### config.mk
export PLATFORM = sky130hd
export DESIGN_NAME = demux5_reg_flat
export DESIGN_NICKNAME = d
export VERILOG_FILES = /design/src/rtl/demux5_reg_if.sv /design/src/rtl/demux5_reg.sv /design/src/flat_wrapper.sv
export SDC_FILE = /design/constraint.sdc
export NUM_CORES = 1
export LEC_CHECK = 0
export ABC_AREA = 0
export CORE_UTILIZATION = 30
export DETAILED_ROUTE_END_ITERATION = 6
export HOLD_SLACK_MARGIN = 0.15
export MAX_ROUTING_LAYER = met4
export SYNTH_ARGS = -nofsm -noshare
export SYNTH_HDL_FRONTEND = slang
export SYNTH_SLANG_ARGS = --single-unit
### constraint.sdc
create_clock -name clk -period 6.16 [get_ports clk]
set_clock_uncertainty 0.2 [all_clocks]
set_input_delay 1.848 -clock clk [delete_from_list [all_inputs] [get_ports clk]]
set_output_delay 1.848 -clock clk [all_outputs]
set_load 0.005 [all_outputs]
### src/rtl/demux5_reg_if.sv
// rtl/demux5_reg_if.sv - write/consume bus and slot outputs of the registered 1-to-5 demux
interface demux5_reg_if #(
   parameter int DATA_WIDTH = 32,
   parameter int CNT_WIDTH  = 8
);
   logic                  wr_en;
   logic [2:0]            selector;
   logic [DATA_WIDTH-1:0] data_in;
   logic [4:0]            consume;
   logic [DATA_WIDTH-1:0] data_0;
   logic [DATA_WIDTH-1:0] data_1;
   logic [DATA_WIDTH-1:0] data_2;
   logic [DATA_WIDTH-1:0] data_3;
   logic [DATA_WIDTH-1:0] data_4;
   logic [4:0]            valid;
   logic                  sel_err;
   logic                  overwrite;
   logic [CNT_WIDTH-1:0]  wr_count;

   modport master (
      output wr_en, selector, data_in, consume,
      input  data_0, data_1, data_2, data_3, data_4,
      input  valid, sel_err, overwrite, wr_count
   );

   modport slave (
      input  wr_en, selector, data_in, consume,
      output data_0, data_1, data_2, data_3, data_4,
      output valid, sel_err, overwrite, wr_count
   );
endinterface

### src/rtl/demux5_reg.sv
// rtl/demux5_reg.sv - registered 1-to-5 result demux with per-slot valid, error/overwrite flags and write counter
module demux5_reg #(
   parameter int DATA_WIDTH = 32,
   parameter int CNT_WIDTH  = 8
) (
   input logic         clk,
   input logic         reset,
   demux5_reg_if.slave bus
);
   logic [DATA_WIDTH-1:0] slot_q [5];
   logic [4:0]            valid_q;
   logic [4:0]            valid_d;
   logic [4:0]            hit;
   logic                  accept;
   logic                  illegal;
   logic                  ow_d;
   logic                  sel_err_q;
   logic                  overwrite_q;
   logic [CNT_WIDTH-1:0]  count_q;

   // One-hot decode keeps illegal codes 5..7 from ever touching a slot.
   always_comb begin
      hit = '0;
      for (int k = 0; k < 5; k++) begin
         hit[k] = bus.wr_en && (bus.selector == 3'(k));
      end
      accept  = |hit;
      illegal = bus.wr_en && !accept;
      // A same-cycle consume of the target slot means the old data was taken.
      ow_d    = |(hit & valid_q & ~bus.consume);
      valid_d = (valid_q & ~bus.consume) | hit;
   end

   always_ff @(posedge clk) begin
      if (reset) begin
         for (int k = 0; k < 5; k++) begin
            slot_q[k] <= '0;
         end
         valid_q     <= '0;
         sel_err_q   <= 1'b0;
         overwrite_q <= 1'b0;
         count_q     <= '0;
      end else begin
         for (int k = 0; k < 5; k++) begin
            if (hit[k]) begin
               slot_q[k] <= bus.data_in;
            end
         end
         valid_q     <= valid_d;
         sel_err_q   <= illegal;
         overwrite_q <= ow_d;
         if (accept) begin
            count_q <= count_q + CNT_WIDTH'(1);
         end
      end
   end

   assign bus.data_0    = slot_q[0];
   assign bus.data_1    = slot_q[1];
   assign bus.data_2    = slot_q[2];
   assign bus.data_3    = slot_q[3];
   assign bus.data_4    = slot_q[4];
   assign bus.valid     = valid_q;
   assign bus.sel_err   = sel_err_q;
   assign bus.overwrite = overwrite_q;
   assign bus.wr_count  = count_q;
endmodule

### src/flat_wrapper.sv
// flat-port wrapper written by rule: the top's interface ports become plain ports
module demux5_reg_flat 
#(
   parameter int DATA_WIDTH = 32,
   parameter int CNT_WIDTH  = 8
)
  (clk, reset, bus_wr_en, bus_selector, bus_data_in, bus_consume, bus_data_0, bus_data_1, bus_data_2, bus_data_3, bus_data_4, bus_valid, bus_sel_err, bus_overwrite, bus_wr_count);
  demux5_reg_if #(.DATA_WIDTH(DATA_WIDTH), .CNT_WIDTH(CNT_WIDTH)) bus_i ();
  input logic clk;
  input logic reset;
  input wire logic [$bits(bus_i.wr_en)-1:0] bus_wr_en;
  input wire logic [$bits(bus_i.selector)-1:0] bus_selector;
  input wire logic [$bits(bus_i.data_in)-1:0] bus_data_in;
  input wire logic [$bits(bus_i.consume)-1:0] bus_consume;
  output wire logic [$bits(bus_i.data_0)-1:0] bus_data_0;
  output wire logic [$bits(bus_i.data_1)-1:0] bus_data_1;
  output wire logic [$bits(bus_i.data_2)-1:0] bus_data_2;
  output wire logic [$bits(bus_i.data_3)-1:0] bus_data_3;
  output wire logic [$bits(bus_i.data_4)-1:0] bus_data_4;
  output wire logic [$bits(bus_i.valid)-1:0] bus_valid;
  output wire logic [$bits(bus_i.sel_err)-1:0] bus_sel_err;
  output wire logic [$bits(bus_i.overwrite)-1:0] bus_overwrite;
  output wire logic [$bits(bus_i.wr_count)-1:0] bus_wr_count;
  assign bus_i.wr_en = bus_wr_en;
  assign bus_i.selector = bus_selector;
  assign bus_i.data_in = bus_data_in;
  assign bus_i.consume = bus_consume;
  assign bus_data_0 = bus_i.data_0;
  assign bus_data_1 = bus_i.data_1;
  assign bus_data_2 = bus_i.data_2;
  assign bus_data_3 = bus_i.data_3;
  assign bus_data_4 = bus_i.data_4;
  assign bus_valid = bus_i.valid;
  assign bus_sel_err = bus_i.sel_err;
  assign bus_overwrite = bus_i.overwrite;
  assign bus_wr_count = bus_i.wr_count;
  demux5_reg #(.DATA_WIDTH(DATA_WIDTH), .CNT_WIDTH(CNT_WIDTH)) u_core (.clk(clk), .reset(reset), .bus(bus_i));
endmodule
== After elaboration in Yosys (flattened, before gate mapping) ==
Memories as Yosys holds them, arrays and structs flattened.
Cells that the tools add are included.

* Register bits after elaboration: 15
* Bits in writable memories: 160
* Input port bits: 43
* Output and inout port bits: 175
* Memories kept: 1

{| class="wikitable"
|+ Memory list
! name !! words !! bits a word !! read ports !! clocked after Yosys merged registers in !! write ports !! line !! source
|-
| u_core.slot_q || 5 || 32 || 5 || 0 || 5 || demux5_reg.sv:10 || <nowiki>logic [DATA_WIDTH-1:0] slot_q [5];</nowiki>
|}

* Add/sub/neg operators: 1
* Equal/unequal tests: 4
* Multiplexer cells: 22
* Bitwise gates (word level): 10
* Reductions and logical operators: 10

{| class="wikitable"
|+ Operators with widths
! operator !! count
|-
| $mux W32 || 5
|-
| $mux W1 || 17
|-
| $and A5 B5 Y5 || 3
|-
| $reduce_or A5 Y1 || 2
|-
| $add A8 B1 Y8 const B || 1
|-
| $eq A3 B2 Y1 const B || 2
|-
| $logic_and A1 B1 Y1 || 6
|-
| $not A5 Y5 || 1
|-
| $or A1 B1 Y1 || 5
|-
| $or A5 B5 Y5 || 1
|-
| $eq A3 B1 Y1 const B || 1
|-
| $eq A3 B3 Y1 const B || 1
|-
| $logic_not A3 Y1 || 1
|-
| $logic_not A1 Y1 || 1
|}

== Longest topological paths before layout ==
Gate-level depths: netlist of run 1.

* Word-level depth: 6
* Gate-level depth with buffers: 5
* Depth with buffers taken out: 5

== Worst setup path before layout of run 1 ==
OpenSTA, ideal clock, no wires.

* Kind: input to register
* Start point: in bus_wr_en
* End point: mem u_core.slot_q[3][4] (netlist: u_core.slot_q[0][100]), enable pin
* Library setup time: 0.394 ns
* Data arrival time: 3.051 ns
* Required time: 5.566 ns
* Path slack: 2.515 ns
* Stages: 4
* Buffers on the path: 1
* Cell sequence: buf_2 and2b_1 nand3_1 nand2b_1

{| class="wikitable"
|+ RTL lines
! item !! line !! source
|-
| start, declared || flat_wrapper.sv:11 || <nowiki>input wire logic [$bits(bus_i.wr_en)-1:0] bus_wr_en;</nowiki>
|-
| end, declared || demux5_reg.sv:10 ||
|}

==> results of run 1 <==
cells in the final DEF (no fill, tap or decap), types with 2 or more instances in the layout:
cell,netlist,final
clkdlybuf4s50_1,0,217
edfxtp_1,160,160
and2_1,33,33
clkbuf_16,0,17
dfxtp_1,15,15
nor2_1,12,11
nand3_1,7,7
xor2_1,6,6
a21oi_1,6,6
nand2_1,4,4
or2_2,4,4
and3_1,4,4
clkinv_1,0,4
bufinv_16,0,3
nand2b_2,0,2
and3b_2,2,2
nand4_1,2,2
nand2b_1,4,2
inv_1,2,2
clkinvlp_4,0,2
inv_8,0,2
metal layers:
layer / vias to the layer above / global-route usage (%) / wire, um
li1: 1507 / - / -
met1: 1572 / 16.1 / 5390
met2: 160 / 24.0 / 6930
met3: 11 / 4.31 / 917
met4: 0 / 4.80 / 153
met5: - / - / 0
where the power goes:
part | internal (uW) | total, uW | switching [uW]
logic | 168 | 266 | 97.9
clock network | 638 | 1070 | 428
registers | 1390 | 1430 | 32.6
final cells by class:
cell class	instances	area [sq um]
clock buffers	18	429
fillers	1565	9950
flip-flops and latches	175	5100
inverters	2	7.51
multi-input cells	93	578
repair buffers	218	2180
clock inverters	14	165
well taps	234	293
critical path, stage by stage:
cell and delay [ps]:
clkdlybuf4s50_1 650, and2b_1 220, and3b_2 210, or2_2 740
final timing paths:
path,end,cells after the start
max,u_core.slot_q[0][66]$_DFFE_PP_,4
min reg2reg,u_core.bus.wr_count[7]$_SDFFE_PP0P_,2
min,u_core.bus.wr_count[7]$_SDFFE_PP0P_,2
max reg2reg,u_core.bus.wr_count[7]$_SDFFE_PP0P_,4
metrics by stage:
stage | worst slack, ps | utilization [%] | cells
2_1_floorplan | 2520 | - | 276
3_3_place_gp | 1930 | 43.6 | 722
3_5_place_dp | 1850 | 43.6 | 722
4_1_cts | 2310 | 46.8 | 754
5_1_grt | 2150 | 46.8 | 754
6_report | 2310 | 46.8 | 754
cell families after synthesis:
kind of cell / count (synthesis) / share of synthesized area, %
flip-flops: 175 / 89.4
AND/OR/NAND/NOR: 76 / 7.65
AO/OA/AOI/OAI: 10 / 1.21
buffers and inverters: 8 / 0.613
XOR/XNOR: 6 / 0.920
adder cells (fa/ha/maj): 1 / 0.219
sequential cells by signal (all words and copies together), names as in the netlist:
signal	flops
u_core.bus.overwrite	1
u_core.bus.valid	5
u_core.slot_q	160
u_core.bus.wr_count	8
u_core.bus.sel_err	1
==> impl_metrics.py, run 1 <==
metrics = {
    "power_and_ir_drop": {
        "p_leak_uw": 0.00305,
        "p_total_uw": 2760,
        "vdd_ir_drop_max_mv": 0.184,
        "cellPowerDensity_mw_per_mm2": 315,
    },
    "synth": {
        "synth_cell_types": 26,
        "synth_area_sq_mm": 0.00571,
        "syn-num-nets": 320,
        "syn_inst": 276,
        "synth_most_common_cell": "edfxtp_1",
        "seq_area_frac_synth_pct": 89.4,
        "async_flop_share_pct": 0,
        "yosysWarningCount": 0,
        "ys_ff_latch": 175,
        "synth_ff_type": "edfxtp_1",
        "synth_edf_count": 160,
        "synth.largest_area_cell": "edfxtp_1",
        "syn_area_per_cell_sq_um": 20.7,
        "yosys-top-cells-count": "edfxtp_1, and2_1, dfxtp_1, nor2_1, nand3_1",
        "yosysTopAreaCellShare_pct": 84.1,
        "synthTopCellsByArea": "edfxtp_1, dfxtp_1, and2_1",
    },
    "grt": {
        "antenna_found_initial": 0,
        "overflow": 0,
        "grt_pass1_vias": 3283,
        "grt_pass1_wl_mm": 19.5,
        "grt_max_degree": 33,
        "grtUsageTotal_pct": 14.2,
    },
    "place": {
        "place_area_sq_mm": 0.00816,
        "gp_congestion": 0.783,
        "dp_hpwl_mm": 9.03,
        "io_buffers": 217,
    },
    "min_path": {
        "hp-start": "u_core.bus.wr_count[7]$_SDFFE_PP0P_",
        "hold_class": "flop to flop",
    },
    "setup_path": {
        "path_max_fanout": 32,
        "startpoint": "bus_wr_en",
        "path_class": "primary input to flop",
        "reg2reg_slack_ps": 4560,
        "r2r-start": "u_core.bus.wr_count[2]$_SDFFE_PP0P_",
        "start_kind": "primary input",
        "worstPathArrival_ps": 3690,
        "critPathCaptureType": "flop",
        "cp.required_ps": 6000,
    },
    "clock_tree": {
        "post_cts_buffers": 0,
        "cts_max_path_buffers": 2,
        "ctsResizeCount": 0,
        "root_buffer": "clkbuf_16",
        "htree_levels": 4,
        "insertion_delay_ps": 420,
        "postCtsHoldBufs": 0,
        "cts_sinks": 175,
        "cts_made_buffers": 17,
        "cts.clk_slew.worst_paths_ps": 60,
        "cts_tree": "done",
    },
    "finish": {
        "layout.nets": 551,
        "final_area_sq_mm": 0.00876,
        "antennaDiodeCount": 0,
        "area_growth_pct": 53.4,
        "drive_above_1_share_pct": 7.31,
    },
    "detailed_routing": {
        "drt-pass1-iter-count": 4,
        "vias": 3250,
        "post_drt_wl_per_cell_um": 17.8,
        "drtAntennaViolNets": 0,
        "drc": 0,
        "routed_via_density": 4.31,
        "drt_iter0_drc": 134,
        "wl_mm": 13.4,
    },
    "floorplan": {
        "die_area_sq_mm": 0.0196,
        "die_w_um": 140,
        "core_sq_mm": 0.0187,
        "pin_count": 218,
        "die_y_um": 140,
        "start_util_pct": 30.5,
        "row_count": 50,
    },
    "sta": {
        "tightest_slew_ps": 973,
        "holdWs_ps": 302,
        "drv_slew": 0,
        "fin_crit_ps": 3850,
        "setup_viol": 0,
        "totalNegativeSetupSlack_ps": 0,
        "hold_viol": 0,
        "fmax_mhz": 260,
        "rsz0062_at_grt": "no",
        "fin_crit_sh_pct": 62.5,
        "slew-limit-headroom_pct": 35.1,
    },
    "run_status": {
        "outcome": "complete, no violations",
    },
    "flow_run": {
        "maxCapViolCount": 0,
    },
}
(Power assumes the default switching activity.)
==> run 2, diff against run 1 <==
==> constraint.sdc (replaced) <==
create_clock -name clk -period 3.9 [get_ports clk]
set_clock_uncertainty 0.2 [all_clocks]
set_input_delay 1.17 -clock clk [delete_from_list [all_inputs] [get_ports clk]]
set_output_delay 1.17 -clock clk [all_outputs]
set_load 0.005 [all_outputs]
==> run 2 against run 1 <==
Compared with the run above: worst hold slack improved by 12 ps; largest power group unchanged; first-iteration DRC count fell by 2.2%; critical path type unchanged; routed wire length up 0.63%; design area is 0.10% lower; register-to-register slack lost 2200 ps; non-clock buffer count rose by 7; global-route usage is 0.28 points higher; total power up 52%; via count grew 0.46%; highest routed layer unchanged; sequential power increased by 57%.
==> impl_metrics.py, run 2 (synthesis results as in run 1) <==
metrics = {
    "run_status": {
        "outcome": "complete, no violations",
    },
    "clock_tree": {
        "cts_tree": "done",
        "ctsResizeCount": 0,
        "htree_levels": 4,
        "cts_made_buffers": 17,
        "insertion_delay_ps": 420,
        "postCtsHoldBufs": 0,
        "cts_sinks": 175,
        "cts.clk_slew.worst_paths_ps": 60,
        "root_buffer": "clkbuf_16",
        "cts_max_path_buffers": 2,
        "post_cts_buffers": 0,
    },
    "sta": {
        "fin_crit_ps": 3060,
        "layout_setup_ws_ps": 835,
        "rsz0062_at_grt": "no",
        "totalNegativeSetupSlack_ps": 0,
        "tightest_slew_ps": 954,
        "fin_crit_sh_pct": 78.6,
        "fmax_mhz": 326,
        "slew-limit-headroom_pct": 36.4,
        "drv_slew": 0,
        "setup_viol": 0,
        "hold_viol": 0,
    },
    "finish": {
        "final_cell_mix": "clkdlybuf4s50_1, edfxtp_1, and2_1",
        "area_growth_pct": 53.2,
        "layout.nets": 558,
        "drive_above_1_share_pct": 8.17,
        "finalNonFillerCells": 761,
        "multi_input_area_sq_um": 578,
        "regArea_sq_mm": 0.00510,
        "post-route-util_pct": 46.8,
        "largest_register_ffs": 160,
        "layout_commonest_cell": "clkdlybuf4s50_1",
        "top_register": "u_core.slot_q",
        "final_area_sq_mm": 0.00875,
        "n_fill_cell": 1585,
    },
    "detailed_routing": {
        "wl_mm": 13.5,
        "drtAntennaViolNets": 0,
        "drt_iter0_drc": 131,
        "drt-pass1-iter-count": 4,
        "drc": 0,
        "post_drt_wl_per_cell_um": 17.7,
        "vias": 3265,
        "routed_via_density": 4.29,
    },
    "power_and_ir_drop": {
        "cellPowerDensity_mw_per_mm2": 479,
        "vdd_ir_drop_max_mv": 0.278,
        "p_leak_uw": 0.00305,
    },
    "grt": {
        "grt_pass1_vias": 3441,
        "grtUsageTotal_pct": 14.5,
        "overflow": 0,
        "antenna_found_initial": 1,
        "grt_max_degree": 33,
        "grt_pass1_wl_mm": 19.9,
    },
    "floorplan": {
        "die_y_um": 140,
        "die_w_um": 140,
        "core_sq_mm": 0.0187,
        "start_util_pct": 30.5,
        "die_area_sq_mm": 0.0196,
        "pin_count": 218,
        "row_count": 50,
    },
    "flow_run": {
        "maxCapViolCount": 0,
    },
    "min_path": {
        "hold_class": "flop to flop",
    },
    "setup_path": {
        "cpPeakStageDelay_ps": 760,
        "critPathCaptureType": "flop",
        "cp_slowest_cell": "or2_2",
        "worstPathArrival_ps": 2900,
        "cp_cell_sequence": "clkdlybuf4s50_1 > nor2_1 > and3_1 > or2_2",
        "path_class": "primary input to flop",
        "path_max_fanout": 32,
        "start_kind": "primary input",
        "cp.required_ps": 3730,
    },
    "place": {
        "place_ws_ps": 381,
        "io_buffers": 217,
        "dp_hpwl_mm": 9.36,
        "place_area_sq_mm": 0.00822,
        "placedCellCount": 729,
        "gp_congestion": 0.760,
    },
}
run 2: cell count changes in the layout (fill, tap and decap cells not counted), sizes merged:
cell	change
bufinv	-2
clkbuf	+3
clkinv	+1
buf	+7
diode	+1
inv	-2
clkinvlp	-1
run 2: final timing paths:
| path | from | end | slack [ps] | cells after the start |
|---|---|---|---|---|
| worst min register to register | u_core.bus.wr_count[7]$_SDFFE_PP0P_ | u_core.bus.wr_count[7]$_SDFFE_PP0P_ | 310 | 2 |
| worst max-delay path | bus_selector[1] | u_core.slot_q[0][134]$_DFFE_PP_ | 840 | 4 |
| worst max register to register | u_core.bus.wr_count[2]$_SDFFE_PP0P_ | u_core.bus.wr_count[7]$_SDFFE_PP0P_ | 2310 | 4 |
| worst min-delay path | u_core.bus.wr_count[7]$_SDFFE_PP0P_ | u_core.bus.wr_count[7]$_SDFFE_PP0P_ | 310 | 2 |
run 2: where the power goes:
group	internal [uW]	switching [uW]	total, uW
registers	2200	48.8	2250
logic	271	158	429
clock network	872	646	1520
total	3340	853	4190
run 2: cell type report:
cell class              count  area share (%)
flip-flops and latches    175            58.4
repair buffers            225            25.5
multi-input cells          93            6.61
clock buffers              21            5.03
well taps                 234            3.35
clock inverters            10            1.03
inverters                   2          0.0858
diodes                      1          0.0286
run 2: through the flow:
stage | power (uW) | hold slack [ps]
CTS | 4250 | 304
global route | 4350 | 359
finish | 4190 | 314
detailed placement | 2720 | 292
floorplan | 2350 | 274
global placement | 2720 | 272
run 2: per-layer routing:
layer | up-vias | share of wire, % | track usage (%)
met5 | - | 0 | -
met4 | 0 | 2.4 | 6.94
met3 | 24 | 6.3 | 4.55
met2 | 142 | 51 | 23.8
met1 | 1586 | 41 | 16.1
li1 | 1513 | - | -
run 2: critical path, delay by kind of cell:
kind                   cells  cell delay (ps)
buffers and inverters      1              520
and+or+nand+nor            3             1180
==> run 3, diff against run 2 <==
==> constraint.sdc (replaced) <==
create_clock -name clk -period 3.1 [get_ports clk]
set_clock_uncertainty 0.2 [all_clocks]
set_input_delay 0.93 -clock clk [delete_from_list [all_inputs] [get_ports clk]]
set_output_delay 0.93 -clock clk [all_outputs]
set_load 0.005 [all_outputs]
==> run 3 against run 2 <==
Compared with the run above: global-route usage increased by 0.63 points; routed wire length rose by 2.8%; non-clock buffer count up 8; critical path depth grew 1; critical endpoint is now u_core.slot_q[0][48]$_DFFE_PP_; total power up 33%; combinational power grew 30%; first-iteration DRC count is 44% higher; design area increased by 1.9%; clock-buffer cell count decreased by 4; register-to-register slack worse by 820 ps; highest routed layer unchanged; sequential share of layout area is 1.1 points lower; clock power increased by 45%.
==> impl_metrics.py, run 3 (synthesis results as in run 1) <==
metrics = {
    "place": {
        "gp_congestion": 0.766,
        "io_buffers": 217,
        "place_area_sq_mm": 0.00830,
        "dp_hpwl_mm": 9.98,
        "place_ws_ps": 149,
    },
    "floorplan": {
        "core_sq_mm": 0.0187,
        "die_w_um": 140,
        "row_count": 50,
        "die_area_sq_mm": 0.0196,
        "pin_count": 218,
        "die_y_um": 140,
        "start_util_pct": 30.5,
    },
    "setup_path": {
        "path_class": "primary input to flop",
        "cp_top_family": "buffers and inverters",
        "cp.required_ps": 3040,
        "path_buf_inv": 2,
        "cp_cell_sequence": "clkdlybuf4s50_1 > and2b_1 > and3b_2 > or2_2 > buf_4",
        "start_kind": "primary input",
        "critPathCaptureType": "flop",
        "path_max_fanout": 19,
        "cp_slowest_cell": "clkdlybuf4s50_1",
        "reg2reg_slack_ps": 1490,
        "cpPeakStageDelay_ps": 540,
        "worstPathArrival_ps": 2470,
    },
    "finish": {
        "area_growth_pct": 56.1,
        "regArea_sq_mm": 0.00510,
        "multi_input_area_sq_um": 578,
        "n_fill_cell": 1552,
        "antennaDiodeCount": 0,
        "layout_commonest_cell": "clkdlybuf4s50_1",
        "final_cell_mix": "clkdlybuf4s50_1, edfxtp_1, and2_1",
        "layout.nets": 566,
        "drive_above_1_share_pct": 10.1,
        "top_register": "u_core.slot_q",
        "largest_register_ffs": 160,
        "final_area_sq_mm": 0.00892,
    },
    "clock_tree": {
        "cts_sinks": 175,
        "cts_tree": "done",
        "insertion_delay_ps": 420,
        "post_cts_buffers": 0,
        "postCtsHoldBufs": 0,
        "root_buffer": "clkbuf_16",
        "htree_levels": 4,
        "cts_made_buffers": 17,
        "ctsResizeCount": 0,
        "cts_max_path_buffers": 2,
        "cts.clk_slew.worst_paths_ps": 60,
    },
    "grt": {
        "grt_pass1_wl_mm": 20.8,
        "grtUsageMet2_pct": 24.3,
        "top_usage_layer": "met2",
        "antenna_found_initial": 0,
        "grtUsageTotal_pct": 15.1,
        "grt_pass1_vias": 3505,
        "grt_max_degree": 21,
        "met3_usage_pct": 4.99,
        "overflow": 0,
        "use_met1_pct": 17.3,
    },
    "flow_run": {
        "maxCapViolCount": 0,
    },
    "power_and_ir_drop": {
        "vdd_ir_drop_max_mv": 0.365,
        "p_total_uw": 5590,
        "cellPowerDensity_mw_per_mm2": 626,
        "p_leak_uw": 0.00314,
    },
    "sta": {
        "fin_crit_ps": 2530,
        "fmax_mhz": 396,
        "drv_slew": 0,
        "hold_viol": 0,
        "setup_viol": 0,
        "layout_setup_ws_ps": 573,
        "totalNegativeSetupSlack_ps": 0,
        "fin_crit_sh_pct": 81.5,
        "rsz0062_at_grt": "no",
        "slew-limit-headroom_pct": 79.1,
        "holdWs_ps": 314,
        "tightest_slew_ps": 314,
    },
    "detailed_routing": {
        "drt_iter0_drc": 189,
        "wl_mm": 13.9,
        "routed_via_density": 4.37,
        "drc": 0,
        "post_drt_wl_per_cell_um": 18.0,
        "drtAntennaViolNets": 0,
        "vias": 3354,
        "drt-pass1-iter-count": 4,
    },
    "run_status": {
        "outcome": "complete, no violations",
    },
    "min_path": {
        "hold_class": "flop to flop",
    },
}
-- run 3: path summary, 6_finish.rpt --
kind	from	end	depth (start not counted)
max	bus_selector[2]	u_core.slot_q[0][48]$_DFFE_PP_	5
min	u_core.bus.wr_count[1]$_SDFFE_PP0P_	u_core.bus.wr_count[1]$_SDFFE_PP0P_	2
max reg2reg	u_core.bus.wr_count[0]$_SDFFE_PP0P_	u_core.bus.wr_count[7]$_SDFFE_PP0P_	4
min reg2reg	u_core.bus.wr_count[1]$_SDFFE_PP0P_	u_core.bus.wr_count[1]$_SDFFE_PP0P_	2
-- run 3: layout make-up --
type | instances | area share (%)
flip-flops and latches | 175 | 57.3
repair buffers | 233 | 26.0
multi-input cells | 93 | 6.48
clock buffers | 17 | 4.77
well taps | 234 | 3.28
clock inverters | 14 | 2.13
inverters | 2 | 0.0842
-- run 3: metrics by stage --
stage / std cells / utilization (%)
floorplan: 276 / -
global placement: 737 / 44.4
detailed placement: 737 / 44.4
CTS: 768 / 47.7
global route: 768 / 47.7
finish: 768 / 47.7
-- run 3: tightest hold or removal path, cell delays in order (launching register included) --
cell,delay (ps)
dfxtp_1,350
nand2_1,70
a21oi_1,50
-- run 3: report_power, final --
part | total (uW) | switching (uW) | internal (uW)
registers | 2820 | 59.7 | 2760
logic | 558 | 204 | 353
clock network | 2210 | 858 | 1350
total | 5590 | 1120 | 4460
-- run 3: layer usage --
| metal | up-vias | share of wire [%] |
|---|---|---|
| met3 | 26 | 6.8 |
| met2 | 155 | 50 |
| li1 | 1526 | - |
| met4 | 0 | 2.9 |
| met1 | 1647 | 40 |
| met5 | - | 0 |
